[src/rtl/cnt_drv_pkg.sv]
// Shared types for the counter driver: FSM state encoding and request modes.
// Optional build macro CNT_DRV_SHORTEST_EN is consumed only by cnt_drv_dir.
package cnt_drv_pkg;

    typedef enum logic [1:0] {
        ST_IDLE = 2'd0,
        ST_STEP = 2'd1,
        ST_LOAD = 2'd2,
        ST_DONE = 2'd3
    } state_t;

    localparam logic MODE_WALK = 1'b0;
    localparam logic MODE_LOAD = 1'b1;

endpackage

[src/rtl/cnt_drv_dir.sv]
// Walk direction selector: decides whether to count up or down from current to target.
// Default is a direct unsigned compare; CNT_DRV_SHORTEST_EN picks the shortest path mod 2^W.
module cnt_drv_dir #(
    parameter int W = 6
) (
    input  logic [W-1:0] current,
    input  logic [W-1:0] target,
    output logic         dir_up
);

`ifdef CNT_DRV_SHORTEST_EN
    localparam logic [W:0] HALF = {{W{1'b0}}, 1'b1} << (W - 1);

    logic [W-1:0] dist;

    // Forward distance wraps naturally in W bits; a tie at exactly half goes up.
    assign dist   = target - current;
    assign dir_up = {1'b0, dist} <= HALF;
`else
    assign dir_up = target > current;
`endif

endmodule

[src/rtl/counter_driver.sv]
// Command-side master for the loadable up/down counter: walks or loads it to a target
// and checks the result. Build macro CNT_DRV_SHORTEST_EN selects shortest-path walking.
module counter_driver
    import cnt_drv_pkg::*;
#(
    parameter int W = 6
) (
    input  logic         clk,
    input  logic         rst,
    input  logic         req_valid,
    output logic         req_ready,
    input  logic         req_mode,
    input  logic [W-1:0] req_target,
    input  logic [W-1:0] cnt_val,
    output logic         cnt_inc,
    output logic         cnt_dec,
    output logic         cnt_ld,
    output logic [W-1:0] cnt_in,
    output logic         busy,
    output logic         done,
    output logic         err,
    output logic [W-1:0] step_count
);

    state_t       state;
    state_t       state_nxt;
    logic [W-1:0] target_q;
    logic [W-1:0] shadow_q;
    logic [W-1:0] step_q;
    logic         dir_q;
    logic         err_q;
    logic         dir_up;
    logic         accept;
    logic         at_target;
    logic         stepping;

    cnt_drv_dir #(.W(W)) u_dir (
        .current (cnt_val),
        .target  (req_target),
        .dir_up  (dir_up)
    );

    assign accept    = (state == ST_IDLE) && req_valid;
    assign at_target = (shadow_q == target_q);
    assign stepping  = (state == ST_STEP) && !at_target;

    // NOTE: every always_comb output gets a default first so no path can infer a latch.
    always_comb begin
        state_nxt = state;
        case (state)
            ST_IDLE: if (req_valid) state_nxt = (req_mode == MODE_LOAD) ? ST_LOAD : ST_STEP;
            ST_STEP: if (at_target) state_nxt = ST_DONE;
            ST_LOAD: state_nxt = ST_DONE;
            ST_DONE: state_nxt = ST_IDLE;
            default: state_nxt = ST_IDLE;
        endcase
    end

    // NOTE: sequential state uses non-blocking assignments so all registers update together.
    always_ff @(posedge clk or negedge rst) begin
        if (!rst) begin
            state <= ST_IDLE;
        end else begin
            state <= state_nxt;
        end
    end

    // The shadow tracks what the counter should hold, so strobes never depend on cnt_val.
    always_ff @(posedge clk or negedge rst) begin
        if (!rst) begin
            target_q <= '0;
            shadow_q <= '0;
            step_q   <= '0;
            dir_q    <= 1'b0;
            err_q    <= 1'b0;
        end else begin
            if (accept) begin
                target_q <= req_target;
                shadow_q <= cnt_val;
                step_q   <= '0;
                dir_q    <= dir_up;
                err_q    <= 1'b0;
            end
            if (stepping) begin
                shadow_q <= dir_q ? shadow_q + W'(1) : shadow_q - W'(1);
                step_q   <= step_q + W'(1);
            end
            if (state == ST_DONE) begin
                err_q <= (cnt_val != target_q);
            end
        end
    end

    // All outputs decode from registered state only; async reset clears them at once.
    assign cnt_inc    = stepping && dir_q;
    assign cnt_dec    = stepping && !dir_q;
    assign cnt_ld     = (state == ST_LOAD);
    assign cnt_in     = target_q;
    assign busy       = (state != ST_IDLE);
    assign req_ready  = (state == ST_IDLE);
    assign done       = (state == ST_DONE);
    assign err        = err_q;
    assign step_count = step_q;

endmodule

[config.mk]
export PLATFORM = sky130hd
export DESIGN_NAME = counter_driver
export DESIGN_NICKNAME = d
export VERILOG_FILES = /design/src/rtl/cnt_drv_pkg.sv /design/src/rtl/cnt_drv_dir.sv /design/src/rtl/counter_driver.sv
export SDC_FILE = /design/constraint.sdc
export NUM_CORES = 1
export LEC_CHECK = 0
export ABC_AREA = 1
export CORE_ASPECT_RATIO = 1.75
export CORE_MARGIN = 2
export CORE_UTILIZATION = 30
export DETAILED_ROUTE_END_ITERATION = 10
export SYNTH_ARGS = -nofsm -noshare
export SYNTH_HDL_FRONTEND = slang
export SYNTH_SLANG_ARGS = --single-unit
[constraint.sdc]
create_clock -name clk -period 2.3 [get_ports clk]
set_input_delay 0.345 -clock clk [delete_from_list [all_inputs] [get_ports clk]]
set_output_delay 0.345 -clock clk [all_outputs]
set_load 0.02 [all_outputs]
==> run_results.csv, run 1 <==
group,metric,value,unit
status,status,"complete, no violations",
setup_path,path_buf_inv,3,
sta,slew_headroom,0.758,
sta,hold_viol,0,
layout,area_delta_synth_final,29.4,%
clocking,ctsHoldBuffers,0,
power_and_ir_drop,finalPower,3.02,mW
setup_path,worst_path_max_delay_cell,"clkdlybuf4s50_1",
global_route,track_usage,0.132,
logic_synthesis,syn_area_per_cell,7.71,sq um
sta,finalSetupViolCount,0,
global_route,overflow,0,
place,place.gp.congestion,0.787,
layout,final_cells,331,
power_and_ir_drop,leakagePower,1.06,nW
sta,timing.final.crit_share,0.915,
setup_path,start_kind,"flip-flop",
logic_synthesis,yosys_register_bits,22,
place,postPlaceCellArea,2100,sq um
sta,setup_tns,0,ns
sta,finalCriticalPeriod,2.10,ns
clocking,cts_setup_buffers,0,
setup_path,cp_slowest_stage_delay,0.61,ns
layout,finalNetCount,288,
routing,viasPerCell,4.53,
sta,skew,0.00474,ns
sta,worst_pin_slew,0.362,ns
floorplan,start_util,0.306,
global_route,antenna_found_initial,0,
min_path,min_path_type,"in2async",
setup_path,r2r_cells,8,
run,cap_viol_max_count,0,
floorplan,dieArea,6240,sq um
floorplan,core,5500,sq um
setup_path,crit_chain,"inv_1 > ha_1 > inv_1 > clkdlybuf4s50_1",
setup_path,cp_top_family,"buffers and inverters",
place,port-buffer-count,34,
global_route,grt_pass1_vias,1435,
logic_synthesis,syn_inst,218,
setup_path,crit_fanout,4,
sta,grt_setup_unrepaired,"no",
logic_synthesis,syn_area,1680,sq um
floorplan,io_pins,35,
logic_synthesis,synth_edf_count,0,
place,dp_cells,327,
sta,max_freq,0.475,GHz
clocking,insertion_delay,0.27,ns
clocking,clock-root-buffer,"clkbuf_8",
layout,diodes,0,
layout,drive_gt1_frac,0.133,
layout,multi_input_area,985,sq um
logic_synthesis,synthArstFlopShare,1.00,
setup_path,crit_arrival,1.76,ns
clocking,cts_tree,"built",
logic_synthesis,yosysSeqAreaShare,0.328,
setup_path,endpoint_kind,"output port",
logic_synthesis,syn_nets,250,
routing,drt_iter0_drc,21,
logic_synthesis,synthFlopType,"dfrtp_1",
routing,dr_total_vias,1500,
layout,finish.instance_area,2170,sq um
floorplan,die_h,103,um
power_and_ir_drop,ir_drop,0.410,mV
power_and_ir_drop,power.density,1390,nW/um^2
logic_synthesis,yosys_warnings,0,
sta,slew_viol_final,0,
setup_path,crit_top_cell,"inv_1",
layout,area.sequential,551,sq um
routing,wl_per_cell,11.6,um
clocking,numCtsBuffers,3,
setup_path,worstSetupPathType,"reg2out",
clocking,cts_max_level,1,
routing,wl,3850,um
place,dp_hpwl,3130,um
global_route,grt_max_degree,26,
global_route,grt_pass1_wl,6290,um
floorplan,fp.dieW,60.6,um
routing,drtPass1Iterations,4,
clocking,cts.repair.resized,0,
clocking,cts_sinks,22,
setup_path,reg2reg_to,"shadow_q[3]",
clocking,clockBufferDepth,2,
layout,fill_cells,625,
routing,postRouteAntennaNets,0,
logic_synthesis,ys_types,29,
setup_path,r2r_slack,0.44,ns
floorplan,placementRows,36,
clocking,clkTransAtPathRegs,0.09,ns
setup_path,crit-reg2reg-launch,"dir_q",
setup_path,required,1.96,ns
routing,drc,0,
## cell usage after synthesis, types with 5 or more instances
cell,count,share of area
o21ai_2,5,0.026
nand3_1,16,0.048
nor2_1,9,0.020
o21ai_0,13,0.039
ha_1,15,0.11
inv_2,7,0.016
dfrtp_1,22,0.33
inv_1,19,0.042
nand3_2,5,0.030
xnor2_1,6,0.031
nand2_1,70,0.16
a21oi_1,5,0.015
## routing by layer
| metal | up-vias | wire, um | part of all wire | track usage |
|---|---|---|---|---|
| met5 | - | 0 | 0 | 0 |
| met4 | 0 | 70 | 0.018 | 0.0502 |
| met3 | 4 | 50 | 0.013 | 0.0113 |
| met2 | 16 | 2160 | 0.56 | 0.245 |
| met1 | 709 | 1580 | 0.41 | 0.149 |
| li1 | 771 | - | - | - |
## worst max-delay path by stage
stage / cells after the start / to / slack, ns / start
global placement: 5 / cnt_inc / 0.39 / state[1]
CTS: 5 / cnt_inc / 0.05 / state[1]
detailed placement: 5 / cnt_inc / 0.37 / state[1]
floorplan: 8 / cnt_dec / 0.60 / cnt_in[0]
finish: 4 / busy / 0.20 / state[0]
global route: 4 / busy / 0.09 / state[0]
## sequential cells by signal, summed over array words and instances (netlist names)
register / cells
err: 1
dir_q: 1
cnt_in: 6
step_count: 6
state: 2
shadow_q: 6
## cell families after synthesis
kind of cell,count (synthesis),synth area share
flip-flops,22,0.328
XOR/XNOR,9,0.0469
AND/OR/NAND/NOR,115,0.328
adder cells (fa/ha/maj),16,0.124
AO/OA/AOI/OAI,25,0.0871
buffers and inverters,31,0.0864
## through the flow
stage                     worst slack (ns)  hold WS, ns   util
after floorplan                      0.599       0.0494      -
after CTS                           0.0546        0.430  0.395
after detailed placement             0.372        0.525  0.382
after global placement               0.393        0.507  0.382
after global routing                0.0929        0.435  0.396
final                                0.196        0.421  0.396
## final cells by class
type                            instances  area share
Sequential cell                        22       0.253
Timing Repair Buffer                   38       0.173
Inverter                               26      0.0449
Clock inverter                          1      0.0138
Clock buffer                            3      0.0190
Tap cell                               76      0.0437
Multi-Input combinational cell        165       0.453
## power by group
group,internal (mW),leakage [nW],switching [mW],total (mW)
registers,0.555,0.276,0.202,0.757
logic,0.807,0.746,1.09,1.89
clock network,0.233,0.0357,0.139,0.372
total,1.59,1.06,1.43,3.02
## cell usage in the layout, fill, tap and decap left out, types with 6 or more instances in the layout
| master | n |
|---|---|
| dfrtp_1 | 22 |
| clkdlybuf4s50_1 | 32 |
| nor2_1 | 9 |
| ha_1 | 15 |
| inv_1 | 19 |
| nand3_1 | 16 |
| inv_2 | 7 |
| o21ai_0 | 13 |
| nand2_1 | 70 |
| xnor2_1 | 6 |
Note: power is estimated with default switching activity, not from simulation.
==> run 2, diff against run 1 <==
Settings changed: CAP_MARGIN set to 0, CORE_ASPECT_RATIO 1.75 to 0.7.
==> run 2 against run 1 <==
Effect of this change:
- non-clock buffer count decreased by 1
- first-iteration DRC count increased to 4.5 times the previous value
- final cell count decreased by 1.5%
- sequential power increased by 0.8%
- via count decreased by 0.93%
- clock-buffer cell count increased by 1
- design area decreased by 1.2%
- routed wire length increased by 4.0%
- clock power decreased by 22%
- sequential share of layout area increased by 0.31 points
- hold slack improved by 0.019 ns
==> run_results.csv, run 2 (synthesis results as in run 1) <==
group,metric,value,unit
power_and_ir_drop,switching_share,0.487,
sta,setup_tns,0,ns
layout,area.sequential,551,sq um
setup_path,cp_slowest_stage_delay,0.61,ns
setup_path,crit_fanout,4,
global_route,grt_max_degree,26,
clocking,ctsHoldBuffers,0,
routing,postRouteAntennaNets,0,
sta,finalCriticalPeriod,2.07,ns
clocking,insertion_delay,0.27,ns
global_route,grt_pass1_wl,6840,um
setup_path,crit_arrival,1.73,ns
power_and_ir_drop,p_clk_frac,0.099,
layout,most-common-layout-cells,"70 x nand2_1, 32 x clkdlybuf4s50_1, 22 x dfrtp_1, 19 x inv_1, 16 x nand3_1",
clocking,clkTransAtPathRegs,0.09,ns
setup_path,start_kind,"flip-flop",
routing,dr_total_vias,1486,
clocking,cts_max_level,1,
place,place.gp.congestion,0.791,
floorplan,die_h,66.6,um
sta,skew,0.00615,ns
floorplan,core,5310,sq um
setup_path,path_buf_inv,3,
power_and_ir_drop,p_sw,1.43,mW
setup_path,crit_top_cell,"inv_1",
setup_path,endpoint_kind,"output port",
floorplan,placementRows,22,
place,port-buffer-count,34,
power_and_ir_drop,p_comb_frac,0.641,
sta,timing.final.crit_share,0.902,
setup_path,reg2reg_to,"shadow_q[3]",
global_route,grt_pass1_vias,1409,
global_route,antenna_found_initial,0,
setup_path,worst_path_max_delay_cell,"clkdlybuf4s50_1",
routing,wl_per_cell,12.3,um
layout,drive_gt1_frac,0.134,
layout,area_delta_synth_final,27.8,%
setup_path,cp_top_family,"buffers and inverters",
floorplan,dieArea,6230,sq um
floorplan,start_util,0.316,
clocking,cts_sinks,22,
clocking,clock-root-buffer,"clkbuf_8",
setup_path,crit_chain,"inv_1 > ha_1 > inv_1 > clkdlybuf4s50_1",
layout,multi_input_area,987,sq um
layout,final_common_cell,"nand2_1",
routing,wl,4010,um
floorplan,fp.dieW,93.5,um
sta,timing.final.ws_setup,0.226,ns
clocking,numCtsBuffers,3,
setup_path,required,1.96,ns
place,dp_hpwl,2970,um
power_and_ir_drop,power.density,1370,nW/um^2
layout,diodes,0,
power_and_ir_drop,pwr-share-seq,0.260,
layout,finalNetCount,287,
run,cap_viol_max_count,0,
global_route,track_usage,0.143,
routing,viasPerCell,4.56,
setup_path,r2r_cells,8,
sta,max_freq,0.482,GHz
routing,drtPass1Iterations,4,
sta,hold_viol,0,
clocking,cts_tree,"built",
sta,grt_setup_unrepaired,"no",
setup_path,crit-reg2reg-launch,"dir_q",
clocking,clockBufferDepth,2,
sta,slew_viol_final,0,
status,status,"complete, no violations",
routing,drc,0,
layout,fill_cells,555,
power_and_ir_drop,ir_drop,0.654,mV
global_route,overflow,0,
power_and_ir_drop,leakagePower,1.04,nW
place,dp_slack,0.313,ns
sta,slew_headroom,0.756,
sta,worst_pin_slew,0.366,ns
power_and_ir_drop,power.internal,1.51,mW
sta,finalSetupViolCount,0,
setup_path,r2r_slack,0.51,ns
min_path,min_path_type,"in2async",
setup_path,worstSetupPathType,"reg2out",
routing,drt_iter0_drc,94,
floorplan,io_pins,35,
[run 2: metal layers]
layer	global-route usage	part of all wire
met1	0.211	0.56
met2	0.204	0.37
met3	0.0430	0.059
met4	0.0276	0.0065
met5	0	0
[run 2: power by group through the flow]
stage                     Clock, mW  Sequential (mW)  Combinational [mW]
after floorplan                   0            0.818                1.32
after global placement            0            0.765                1.86
after detailed placement          0            0.771                1.87
after CTS                     0.306            0.764                1.89
after global routing          0.319            0.798                2.13
final                         0.291            0.763                1.89
[run 2: stage by stage]
stage               utilization  hold WS [ns]  instances  power [mW]  cell area, sq um
floorplan                     -        0.0494        218        2.13              1680
global placement          0.393         0.529        322        2.63              2090
global route              0.404         0.473        326        3.24              2150
detailed placement        0.393         0.536        322        2.64              2090
CTS                       0.403         0.449        326        2.96              2140
finish                    0.404         0.440        326        2.94              2150
[run 2: what timing repair did]
action                     4_1_cts  5_1_grt
gates resized for setup          0        3
setup endpoints to repair        0        2
buffers inserted                 0        0
[run 2: cell type report]
cell class | instances | share of cell area
Tap cell | 72 | 0.0419
Sequential cell | 22 | 0.256
Clock buffer | 4 | 0.0256
Multi-Input combinational cell | 165 | 0.460
Inverter | 26 | 0.0454
Timing Repair Buffer | 37 | 0.171
[run 2: how the worst max path moves through the flow]
stage	end	slack, ns	from	depth (start not counted)
5_1_grt	busy	0.14	state[0]	4
4_1_cts	cnt_inc	0.001	state[1]	5
3_5_place_dp	cnt_inc	0.31	state[1]	5
2_1_floorplan	cnt_dec	0.60	cnt_in[0]	8
6_report	busy	0.23	state[0]	4
3_3_place_gp	cnt_dec	0.32	state[1]	5
